$ cat src/rtl/axi_lite_arbiter_2x1.sv
// Two-master, one-slave AXI4-Lite arbiter. Read and write paths are arbitrated
// independently, with round-robin grant and one outstanding transaction per path.
module axi_lite_arbiter_2x1 #(
    parameter int DATA_WIDTH = 64,
    parameter int ADDR_WIDTH = 32
) (
    input  logic                    AXI_ACLK,
    input  logic                    AXI_ARESETN,
    // Master 0
    input  logic [ADDR_WIDTH-1:0]   M0_AXI_AWADDR,
    input  logic [2:0]              M0_AXI_AWPROT,
    input  logic                    M0_AXI_AWVALID,
    output logic                    M0_AXI_AWREADY,
    input  logic [DATA_WIDTH-1:0]   M0_AXI_WDATA,
    input  logic [DATA_WIDTH/8-1:0] M0_AXI_WSTRB,
    input  logic                    M0_AXI_WVALID,
    output logic                    M0_AXI_WREADY,
    output logic [1:0]              M0_AXI_BRESP,
    output logic                    M0_AXI_BVALID,
    input  logic                    M0_AXI_BREADY,
    input  logic [ADDR_WIDTH-1:0]   M0_AXI_ARADDR,
    input  logic [2:0]              M0_AXI_ARPROT,
    input  logic                    M0_AXI_ARVALID,
    output logic                    M0_AXI_ARREADY,
    output logic [DATA_WIDTH-1:0]   M0_AXI_RDATA,
    output logic [1:0]              M0_AXI_RRESP,
    output logic                    M0_AXI_RVALID,
    input  logic                    M0_AXI_RREADY,
    // Master 1
    input  logic [ADDR_WIDTH-1:0]   M1_AXI_AWADDR,
    input  logic [2:0]              M1_AXI_AWPROT,
    input  logic                    M1_AXI_AWVALID,
    output logic                    M1_AXI_AWREADY,
    input  logic [DATA_WIDTH-1:0]   M1_AXI_WDATA,
    input  logic [DATA_WIDTH/8-1:0] M1_AXI_WSTRB,
    input  logic                    M1_AXI_WVALID,
    output logic                    M1_AXI_WREADY,
    output logic [1:0]              M1_AXI_BRESP,
    output logic                    M1_AXI_BVALID,
    input  logic                    M1_AXI_BREADY,
    input  logic [ADDR_WIDTH-1:0]   M1_AXI_ARADDR,
    input  logic [2:0]              M1_AXI_ARPROT,
    input  logic                    M1_AXI_ARVALID,
    output logic                    M1_AXI_ARREADY,
    output logic [DATA_WIDTH-1:0]   M1_AXI_RDATA,
    output logic [1:0]              M1_AXI_RRESP,
    output logic                    M1_AXI_RVALID,
    input  logic                    M1_AXI_RREADY,
    // Slave
    output logic [ADDR_WIDTH-1:0]   S_AXI_AWADDR,
    output logic [2:0]              S_AXI_AWPROT,
    output logic                    S_AXI_AWVALID,
    input  logic                    S_AXI_AWREADY,
    output logic [DATA_WIDTH-1:0]   S_AXI_WDATA,
    output logic [DATA_WIDTH/8-1:0] S_AXI_WSTRB,
    output logic                    S_AXI_WVALID,
    input  logic                    S_AXI_WREADY,
    input  logic [1:0]              S_AXI_BRESP,
    input  logic                    S_AXI_BVALID,
    output logic                    S_AXI_BREADY,
    output logic [ADDR_WIDTH-1:0]   S_AXI_ARADDR,
    output logic [2:0]              S_AXI_ARPROT,
    output logic                    S_AXI_ARVALID,
    input  logic                    S_AXI_ARREADY,
    input  logic [DATA_WIDTH-1:0]   S_AXI_RDATA,
    input  logic [1:0]              S_AXI_RRESP,
    input  logic                    S_AXI_RVALID,
    output logic                    S_AXI_RREADY
);

    typedef enum logic [1:0] {R_IDLE, R_ADDR, R_DATA} rd_state_e;
    typedef enum logic [1:0] {W_IDLE, W_REQ, W_RESP} wr_state_e;

    rd_state_e r_rd_state;
    logic      r_rd_gnt;   // 0: M0, 1: M1
    logic      r_rd_ptr;   // master that wins a tie
    wr_state_e r_wr_state;
    logic      r_wr_gnt;
    logic      r_wr_ptr;
    logic      r_aw_done;
    logic      r_w_done;

    logic w_rd_pick, w_wr_pick, w_wr_req0, w_wr_req1;
    logic w_rd_addr_ph, w_rd_data_ph, w_wr_req_ph, w_wr_resp_ph;
    logic w_aw_hs, w_w_hs;

    assign w_rd_pick = (M0_AXI_ARVALID && M1_AXI_ARVALID) ? r_rd_ptr : M1_AXI_ARVALID;
    assign w_wr_req0 = M0_AXI_AWVALID | M0_AXI_WVALID;
    assign w_wr_req1 = M1_AXI_AWVALID | M1_AXI_WVALID;
    assign w_wr_pick = (w_wr_req0 && w_wr_req1) ? r_wr_ptr : w_wr_req1;

    // Reset gates the phase decodes so every handshake output is 0 while reset is held
    assign w_rd_addr_ph = AXI_ARESETN && (r_rd_state == R_ADDR);
    assign w_rd_data_ph = AXI_ARESETN && (r_rd_state == R_DATA);
    assign w_wr_req_ph  = AXI_ARESETN && (r_wr_state == W_REQ);
    assign w_wr_resp_ph = AXI_ARESETN && (r_wr_state == W_RESP);

    assign w_aw_hs = S_AXI_AWVALID & S_AXI_AWREADY;
    assign w_w_hs  = S_AXI_WVALID & S_AXI_WREADY;

    always_ff @(posedge AXI_ACLK) begin
        if (!AXI_ARESETN) begin
            r_rd_state <= R_IDLE;
            r_rd_gnt   <= 1'b0;
            r_rd_ptr   <= 1'b0;
        end else begin
            unique case (r_rd_state)
                R_IDLE: if (M0_AXI_ARVALID || M1_AXI_ARVALID) begin
                    r_rd_gnt   <= w_rd_pick;
                    r_rd_state <= R_ADDR;
                end
                R_ADDR: if (S_AXI_ARVALID && S_AXI_ARREADY) r_rd_state <= R_DATA;
                R_DATA: if (S_AXI_RVALID && S_AXI_RREADY) begin
                    r_rd_ptr   <= ~r_rd_gnt;
                    r_rd_state <= R_IDLE;
                end
                default: r_rd_state <= R_IDLE;
            endcase
        end
    end

    always_ff @(posedge AXI_ACLK) begin
        if (!AXI_ARESETN) begin
            r_wr_state <= W_IDLE;
            r_wr_gnt   <= 1'b0;
            r_wr_ptr   <= 1'b0;
            r_aw_done  <= 1'b0;
            r_w_done   <= 1'b0;
        end else begin
            unique case (r_wr_state)
                W_IDLE: if (w_wr_req0 || w_wr_req1) begin
                    r_wr_gnt   <= w_wr_pick;
                    r_aw_done  <= 1'b0;
                    r_w_done   <= 1'b0;
                    r_wr_state <= W_REQ;
                end
                W_REQ: begin
                    if (w_aw_hs) r_aw_done <= 1'b1;
                    if (w_w_hs)  r_w_done  <= 1'b1;
                    if ((r_aw_done || w_aw_hs) && (r_w_done || w_w_hs)) r_wr_state <= W_RESP;
                end
                W_RESP: if (S_AXI_BVALID && S_AXI_BREADY) begin
                    r_wr_ptr   <= ~r_wr_gnt;
                    r_wr_state <= W_IDLE;
                end
                default: r_wr_state <= W_IDLE;
            endcase
        end
    end

    // Read path routing
    assign S_AXI_ARADDR  = w_rd_addr_ph ? (r_rd_gnt ? M1_AXI_ARADDR : M0_AXI_ARADDR) : '0;
    assign S_AXI_ARPROT  = w_rd_addr_ph ? (r_rd_gnt ? M1_AXI_ARPROT : M0_AXI_ARPROT) : '0;
    assign S_AXI_ARVALID = w_rd_addr_ph & (r_rd_gnt ? M1_AXI_ARVALID : M0_AXI_ARVALID);
    assign M0_AXI_ARREADY = w_rd_addr_ph & ~r_rd_gnt & S_AXI_ARREADY;
    assign M1_AXI_ARREADY = w_rd_addr_ph &  r_rd_gnt & S_AXI_ARREADY;

    assign M0_AXI_RDATA  = (w_rd_data_ph && !r_rd_gnt) ? S_AXI_RDATA : '0;
    assign M0_AXI_RRESP  = (w_rd_data_ph && !r_rd_gnt) ? S_AXI_RRESP : '0;
    assign M0_AXI_RVALID = w_rd_data_ph & ~r_rd_gnt & S_AXI_RVALID;
    assign M1_AXI_RDATA  = (w_rd_data_ph && r_rd_gnt) ? S_AXI_RDATA : '0;
    assign M1_AXI_RRESP  = (w_rd_data_ph && r_rd_gnt) ? S_AXI_RRESP : '0;
    assign M1_AXI_RVALID = w_rd_data_ph & r_rd_gnt & S_AXI_RVALID;
    assign S_AXI_RREADY  = w_rd_data_ph & (r_rd_gnt ? M1_AXI_RREADY : M0_AXI_RREADY);

    // Write path routing; a channel already handshaken is masked off
    assign S_AXI_AWADDR  = w_wr_req_ph ? (r_wr_gnt ? M1_AXI_AWADDR : M0_AXI_AWADDR) : '0;
    assign S_AXI_AWPROT  = w_wr_req_ph ? (r_wr_gnt ? M1_AXI_AWPROT : M0_AXI_AWPROT) : '0;
    assign S_AXI_AWVALID = w_wr_req_ph & ~r_aw_done &
                           (r_wr_gnt ? M1_AXI_AWVALID : M0_AXI_AWVALID);
    assign M0_AXI_AWREADY = w_wr_req_ph & ~r_wr_gnt & ~r_aw_done & S_AXI_AWREADY;
    assign M1_AXI_AWREADY = w_wr_req_ph &  r_wr_gnt & ~r_aw_done & S_AXI_AWREADY;

    assign S_AXI_WDATA   = w_wr_req_ph ? (r_wr_gnt ? M1_AXI_WDATA : M0_AXI_WDATA) : '0;
    assign S_AXI_WSTRB   = w_wr_req_ph ? (r_wr_gnt ? M1_AXI_WSTRB : M0_AXI_WSTRB) : '0;
    assign S_AXI_WVALID  = w_wr_req_ph & ~r_w_done &
                           (r_wr_gnt ? M1_AXI_WVALID : M0_AXI_WVALID);
    assign M0_AXI_WREADY = w_wr_req_ph & ~r_wr_gnt & ~r_w_done & S_AXI_WREADY;
    assign M1_AXI_WREADY = w_wr_req_ph &  r_wr_gnt & ~r_w_done & S_AXI_WREADY;

    assign M0_AXI_BRESP  = (w_wr_resp_ph && !r_wr_gnt) ? S_AXI_BRESP : '0;
    assign M0_AXI_BVALID = w_wr_resp_ph & ~r_wr_gnt & S_AXI_BVALID;
    assign M1_AXI_BRESP  = (w_wr_resp_ph && r_wr_gnt) ? S_AXI_BRESP : '0;
    assign M1_AXI_BVALID = w_wr_resp_ph & r_wr_gnt & S_AXI_BVALID;
    assign S_AXI_BREADY  = w_wr_resp_ph & (r_wr_gnt ? M1_AXI_BREADY : M0_AXI_BREADY);

endmodule
$ cat config.mk
export PLATFORM = sky130hd
export DESIGN_NAME = axi_lite_arbiter_2x1
export DESIGN_NICKNAME = d
export VERILOG_FILES = /design/src/rtl/axi_lite_arbiter_2x1.sv
export SDC_FILE = /design/constraint.sdc
export NUM_CORES = 1
export LEC_CHECK = 0
export ABC_AREA = 0
export BUFFER_PORTS_ARGS = -buffer_cell sky130_fd_sc_hd__buf_2
export CAP_MARGIN = 15
export CORE_AREA = 2 2 256 258
export DETAILED_ROUTE_END_ITERATION = 10
export DIE_AREA = 0 0 258 260
export PLACE_DENSITY = 0.35
export SLEW_MARGIN = 40
export SYNTH_ARGS = -nofsm -noshare
export SYNTH_HDL_FRONTEND = slang
export SYNTH_SLANG_ARGS = --single-unit
$ cat constraint.sdc
create_clock -name AXI_ACLK -period 3.1 [get_ports AXI_ACLK]
set_clock_uncertainty 0.2 [all_clocks]
set_input_delay 0.62 -clock AXI_ACLK [delete_from_list [all_inputs] [get_ports AXI_ACLK]]
set_output_delay 0.62 -clock AXI_ACLK [all_outputs]
set_load 0.05 [all_outputs]
==> qor.csv, run 1 <==
stage;metric;value;unit
outcome;outcome;finished, final reports clean;
sta;worst_pin_slew;0.535;ns
route;routedWlPerCell;12.6;microns
sta;holdWs;0.335;ns
critical_path;crit_cells;5;
critical_path;cp.arrival;2.03;ns
critical_path;cp.required;2.28;ns
synth;seq_area_frac_synth;0.0549;
critical_path;critPathKind;in2out;
grt;grt_pass1_wl;34.0;mm
route;route.detailed.drc;0;
route;via_per_inst;3.04;
sta;slew_violations;0;
synth;synth-async-reset-ratio;0;
clock_network;clockBufferDepth;2;
synth;synth.avg_cell_area;7.14;sq um
route;vias;6084;
sta;fin_setup_tns;0;ns
placement;dpl.cell_count;1993;
sta;post-route-period-util;0.920;
synth;synth_nets;880;
route;ant_nets;0;
floorplanning;num_io_pins;662;
critical_path;critPathCapture;S_AXI_WDATA[42];
floorplanning;num_rows;93;
clock_network;cts_buffers;3;
sta;maxSlewHeadroom;0.640;
placement;portBuffers;661;
critical_path;max_stage_delay;0.34;ns
clock_network;cts_resized;0;
min_path;hp-class;reg2reg;
sta;fmax;351;MHz
synth;yosysWarnings;0;
critical_path;critPathLaunch;AXI_ARESETN;
route;drt_pre_antenna_iters;4;
critical_path;slowest_stage;buf_2;
placement;hpwl;22.3;mm
sta;period_minus_slack;2.85;ns
synth;synth_edf_count;0;
critical_path;crit_chain;buf_2 > nand3b_4 > buf_12 > nor2_1 > buf_2;
finish;final_cell_mix;651 x buf_2, 139 x and2_1, 113 x nor2_1, 110 x mux2i_1, 35 x a22o_1;
clock_network;holdBufCountCts;0;
floorplanning;core;64100;sq um
critical_path;end_kind;output port;
power;pwr_density_cell;231;nW/um^2
clock_network;cts_tree;yes;
finish;mostFrequentLayoutCell;buf_2;
critical_path;worst-r2r-cell-count;3;
clock_network;cts-root-buf;clkbuf_16;
power;power.leakage;4.48;nW
route;drt_iter0_markers;216;
synth;syn_area;3650;sq um
critical_path;path_max_fanout;108;
finish;nNetsFinal;1512;
sta;finalHoldViolations;0;
synth;synth.distinct_cells;41;
route;routed_wl;25.2;mm
critical_path;cp_num_buf_inv;3;
placement;gp_congestion;0.817;
critical_path;crit_top_cell;buf_2;
critical_path;reg2reg_from;r_wr_gnt$_SDFFE_PN0P_;
finish;drive_above_1_share;0.608;
synth;synth-seq-cells;10;
synth;synth_cells;511;
job;cap_violations;0;
clock_network;clk_pin_slew;0.04;ns
finish;syn_to_final_growth;125;%
floorplanning;dieArea;67100;sq um
critical_path;ff2ff_setup_slack;1.17;ns
critical_path;crit_path_start_kind;primary input;
grt;track_usage;0.0663;
grt;grt_overflow_total;0;
finish;final_cells;2002;
grt;antenna_found_initial;10;
grt;grt_pass1_vias;5828;
power;ir_worst_vdd;0.114;mV
sta;finalSetupViolCount;0;
clock_network;htreeDepth;1;
synth;synthFlopType;dfxtp_1;
critical_path;reg2reg_to;r_wr_state[1]$_SDFFE_PN0P_;
sta;rsz0062_at_grt;false;
clock_network;cts_setup_buffers;0;
grt;grt_max_degree;109;
floorplanning;start_util;0.0569;
min_path;hp-start;r_wr_ptr$_SDFFE_PN0P_;
floorplanning;die_x;258;microns
clock_network;clock_latency;0.25;ns
floorplanning;dieHeight;260;microns
critical_path;cp_top_family;buffers and inverters;
clock_network;clock_sinks;10;
==> state kept, by name, summed over array words and instances, names as in the netlist <==
signal	count
r_rd_state	2
r_wr_state	2
r_aw_done	1
r_rd_gnt	1
r_rd_ptr	1
r_w_done	1
r_wr_gnt	1
r_wr_ptr	1
==> per-layer routing <==
metal	routed length, microns	GRT usage	vias up
met5	25	0	-
met4	346	0.0199	4
met3	3240	0.0296	19
met2	13200	0.126	379
met1	8340	0.0643	2654
li1	-	-	3028
==> logic make-up after synthesis <==
logic type / share of synthesized area
DFF: 0.0549
buffers and inverters: 0.0830
muxes: 0.308
AOI/OAI and AO/OA: 0.128
and+or+nand+nor: 0.426
==> worst min-delay path by stage <==
stage                       endpoint  cells past startpoint
3_5_place_dp   r_wr_ptr$_SDFFE_PN0P_                      1
4_1_cts        r_wr_ptr$_SDFFE_PN0P_                      1
6_report       r_wr_ptr$_SDFFE_PN0P_                      1
5_1_grt        r_wr_ptr$_SDFFE_PN0P_                      1
2_1_floorplan  r_wr_ptr$_SDFFE_PN0P_                      1
3_3_place_gp   r_wr_ptr$_SDFFE_PN0P_                      1
==> cell type report <==
type                    instances  area (sq um)
flip-flops and latches         10           204
clock buffers                   4          88.8
fillers                      7468         55900
well taps                     855          1070
multi-input cells             449          3160
repair buffers                679          3680
diodes                          5          12.5
==> where the power goes <==
group / total, W / leakage [nW] / switching [W] / internal (W)
logic: 0.00144 / 4.35 / 0.000955 / 0.000489
registers: 0.000176 / 0.0826 / 0.0000360 / 0.000140
clock network: 0.000277 / 0.0442 / 0.0000811 / 0.000196
total: 0.00190 / 4.48 / 0.00107 / 0.000824
==> through the flow <==
| step | total power [W] | instance area, sq um | setup WS, ns | utilization |
|---|---|---|---|---|
| 6_report | 0.00190 | 8220 | 0.247 | 0.128 |
| 2_1_floorplan | 0.00112 | 3660 | 0.0506 | - |
| 3_5_place_dp | 0.00164 | 8120 | 0.269 | 0.127 |
| 4_1_cts | 0.00193 | 8210 | 0.258 | 0.128 |
| 5_1_grt | 0.00201 | 8210 | 0.176 | 0.128 |
| 3_3_place_gp | 0.00163 | 8120 | 0.252 | 0.127 |
==> synth_stat cells, types with 3 or more instances <==
master,number,share of area
dfxtp_1,10,0.055
and3_1,4,0.0069
a21boi_0,3,0.0062
a22o_1,35,0.084
clkbuf_1,11,0.011
clkbuf_2,5,0.0069
nor3b_1,4,0.0082
mux2i_1,110,0.30
buf_6,7,0.022
buf_2,24,0.033
nor2_1,113,0.12
and4b_1,4,0.011
and2_1,139,0.24
nand2_1,3,0.0031
buf_4,5,0.010
No activity file was read; power rests on OpenSTA's default activity.
==> run 2, diff against run 1 <==
CTS_BUF_LIST = sky130_fd_sc_hd__clkbuf_8   (was not set)
SKIP_LAST_GASP = 1   (was not set)
==> run 2 against run 1 <==
Effect of this change:
- fmax rose by 0.32%
- sequential share of layout area barely moved
- global-route usage barely moved
- non-clock buffer count did not move
- register-to-register slack barely moved
- routed wire length rose by 0.15%
- combinational power barely moved
- cell count did not move
- first-iteration DRC count fell by 12%
- sequential power barely moved
- worst hold slack improved by 0.0022 ns
- largest power group unchanged
- highest routed layer unchanged
==> qor.csv, run 2 (same netlist as run 1, synthesis figures left out) <==
stage;metric;value;unit
power;p_seq_frac;0.097;
job;cap_violations;0;
sta;worst_pin_slew;0.536;ns
route;drt_pre_antenna_iters;4;
critical_path;cp.arrival;2.02;ns
critical_path;crit_top_cell;buf_12;
finish;fillers;7470;
critical_path;cp_top_family;buffers and inverters;
critical_path;crit_path_start_kind;primary input;
floorplanning;die_x;258;microns
sta;fin_setup_tns;0;ns
sta;worst_slack;0.256;ns
clock_network;cts_setup_buffers;0;
outcome;outcome;finished, final reports clean;
grt;grt_pass1_vias;5832;
sta;holdWs;0.337;ns
clock_network;clk_pin_slew;0.05;ns
critical_path;critPathKind;in2out;
critical_path;path_max_fanout;108;
route;drt_iter0_markers;190;
power;p_sw;0.00106;W
placement;portBuffers;661;
sta;fmax;352;MHz
floorplanning;num_rows;93;
power;swShare;0.589;
route;routed_wl;25.2;mm
sta;rsz0062_at_grt;false;
sta;finalSetupViolCount;0;
sta;period_minus_slack;2.84;ns
clock_network;cts_resized;0;
critical_path;slowest_stage;buf_2;
route;route.detailed.drc;0;
power;pwr_density_cell;220;nW/um^2
route;routedWlPerCell;12.6;microns
floorplanning;start_util;0.0569;
floorplanning;dieArea;67100;sq um
clock_network;holdBufCountCts;0;
finish;nNetsFinal;1512;
grt;grt_pass1_wl;34.0;mm
clock_network;cts_buffers;3;
critical_path;crit_chain;buf_2 > nand3b_4 > buf_12 > nor2_1 > buf_12;
route;vias;6097;
min_path;hp-class;reg2reg;
sta;maxSlewHeadroom;0.640;
placement;pre_cts_ws;0.269;ns
route;via_per_inst;3.05;
critical_path;cp_num_buf_inv;3;
finish;syn_to_final_growth;124;%
critical_path;max_stage_delay;0.34;ns
placement;gp_congestion;0.817;
sta;slew_violations;0;
clock_network;clock_latency;0.26;ns
floorplanning;dieHeight;260;microns
power;ir_worst_vdd;0.0972;mV
clock_network;htreeDepth;1;
floorplanning;core;64100;sq um
clock_network;cts-root-buf;clkbuf_8;
route;ant_nets;0;
power;power.leakage;4.47;nW
grt;grt_max_degree;109;
sta;finalHoldViolations;0;
power;p_int;0.000741;W
finish;drive_above_1_share;0.608;
critical_path;end_kind;output port;
finish;reg_top3;r_rd_state (2), r_wr_state (2);
clock_network;clock_sinks;10;
sta;post-route-period-util;0.917;
grt;antenna_found_initial;11;
floorplanning;num_io_pins;662;
finish;final_cell_mix;651 x buf_2, 139 x and2_1, 113 x nor2_1, 110 x mux2i_1, 35 x a22o_1;
power;power_frac_clock;0.102;
grt;track_usage;0.0663;
clock_network;clockBufferDepth;2;
clock_network;cts_tree;yes;
power;p_comb_frac;0.801;
finish;mostFrequentLayoutCell;buf_2;
critical_path;cp.required;2.28;ns
placement;hpwl;22.3;mm
grt;grt_overflow_total;0;
[run 2: cell types whose count changed in the layout (fill, tap and decap cells not counted)]
cell,before,now
clkbuf_16,3,0
clkbuf_8,1,4
[run 2: cell type report]
cell class | count | area (sq um) | share of cell area
Sequential cell | 10 | 204 | 0.0249
Clock buffer | 4 | 55.1 | 0.00673
Antenna cell | 5 | 12.5 | 0.00153
Timing Repair Buffer | 679 | 3680 | 0.450
Multi-Input combinational cell | 449 | 3160 | 0.386
Tap cell | 855 | 1070 | 0.131
[run 2: routing by layer]
layer | track usage | part of all wire | wire [microns]
met4 | 0.0199 | 0.014 | 342
met3 | 0.0293 | 0.13 | 3290
met1 | 0.0643 | 0.33 | 8290
met2 | 0.126 | 0.53 | 13300
met5 | 0 | 0.00099 | 25
[run 2: per-stage QoR]
step / instances / total power (W) / cell area, sq um / util
finish: 2002 / 0.00180 / 8180 / 0.128
global route: 1999 / 0.00192 / 8180 / 0.128
CTS: 1997 / 0.00184 / 8170 / 0.127
detailed placement: 1993 / 0.00164 / 8120 / 0.127
global placement: 1993 / 0.00163 / 8120 / 0.127
floorplan: 511 / 0.00112 / 3660 / -
[run 2: power groups by stage]
stage	Combinational, W	Clock (W)	Sequential (W)
final	0.00144	0.000184	0.000176
after global routing	0.00153	0.000203	0.000180
after CTS	0.00146	0.000202	0.000176
after detailed placement	0.00146	0	0.000179
after global placement	0.00145	0	0.000179
after floorplan	0.000971	0	0.000148
[run 2: final timing paths]
kind | start | end | slack (ns) | depth (start not counted)
worst max register to register | r_wr_gnt$_SDFFE_PN0P_ | r_wr_state[1]$_SDFFE_PN0P_ | 1.17 | 3
worst min-delay path | r_wr_ptr$_SDFFE_PN0P_ | r_wr_ptr$_SDFFE_PN0P_ | 0.34 | 1
worst min register to register | r_wr_ptr$_SDFFE_PN0P_ | r_wr_ptr$_SDFFE_PN0P_ | 0.34 | 1
worst max-delay path | AXI_ARESETN | S_AXI_WDATA[45] | 0.26 | 5
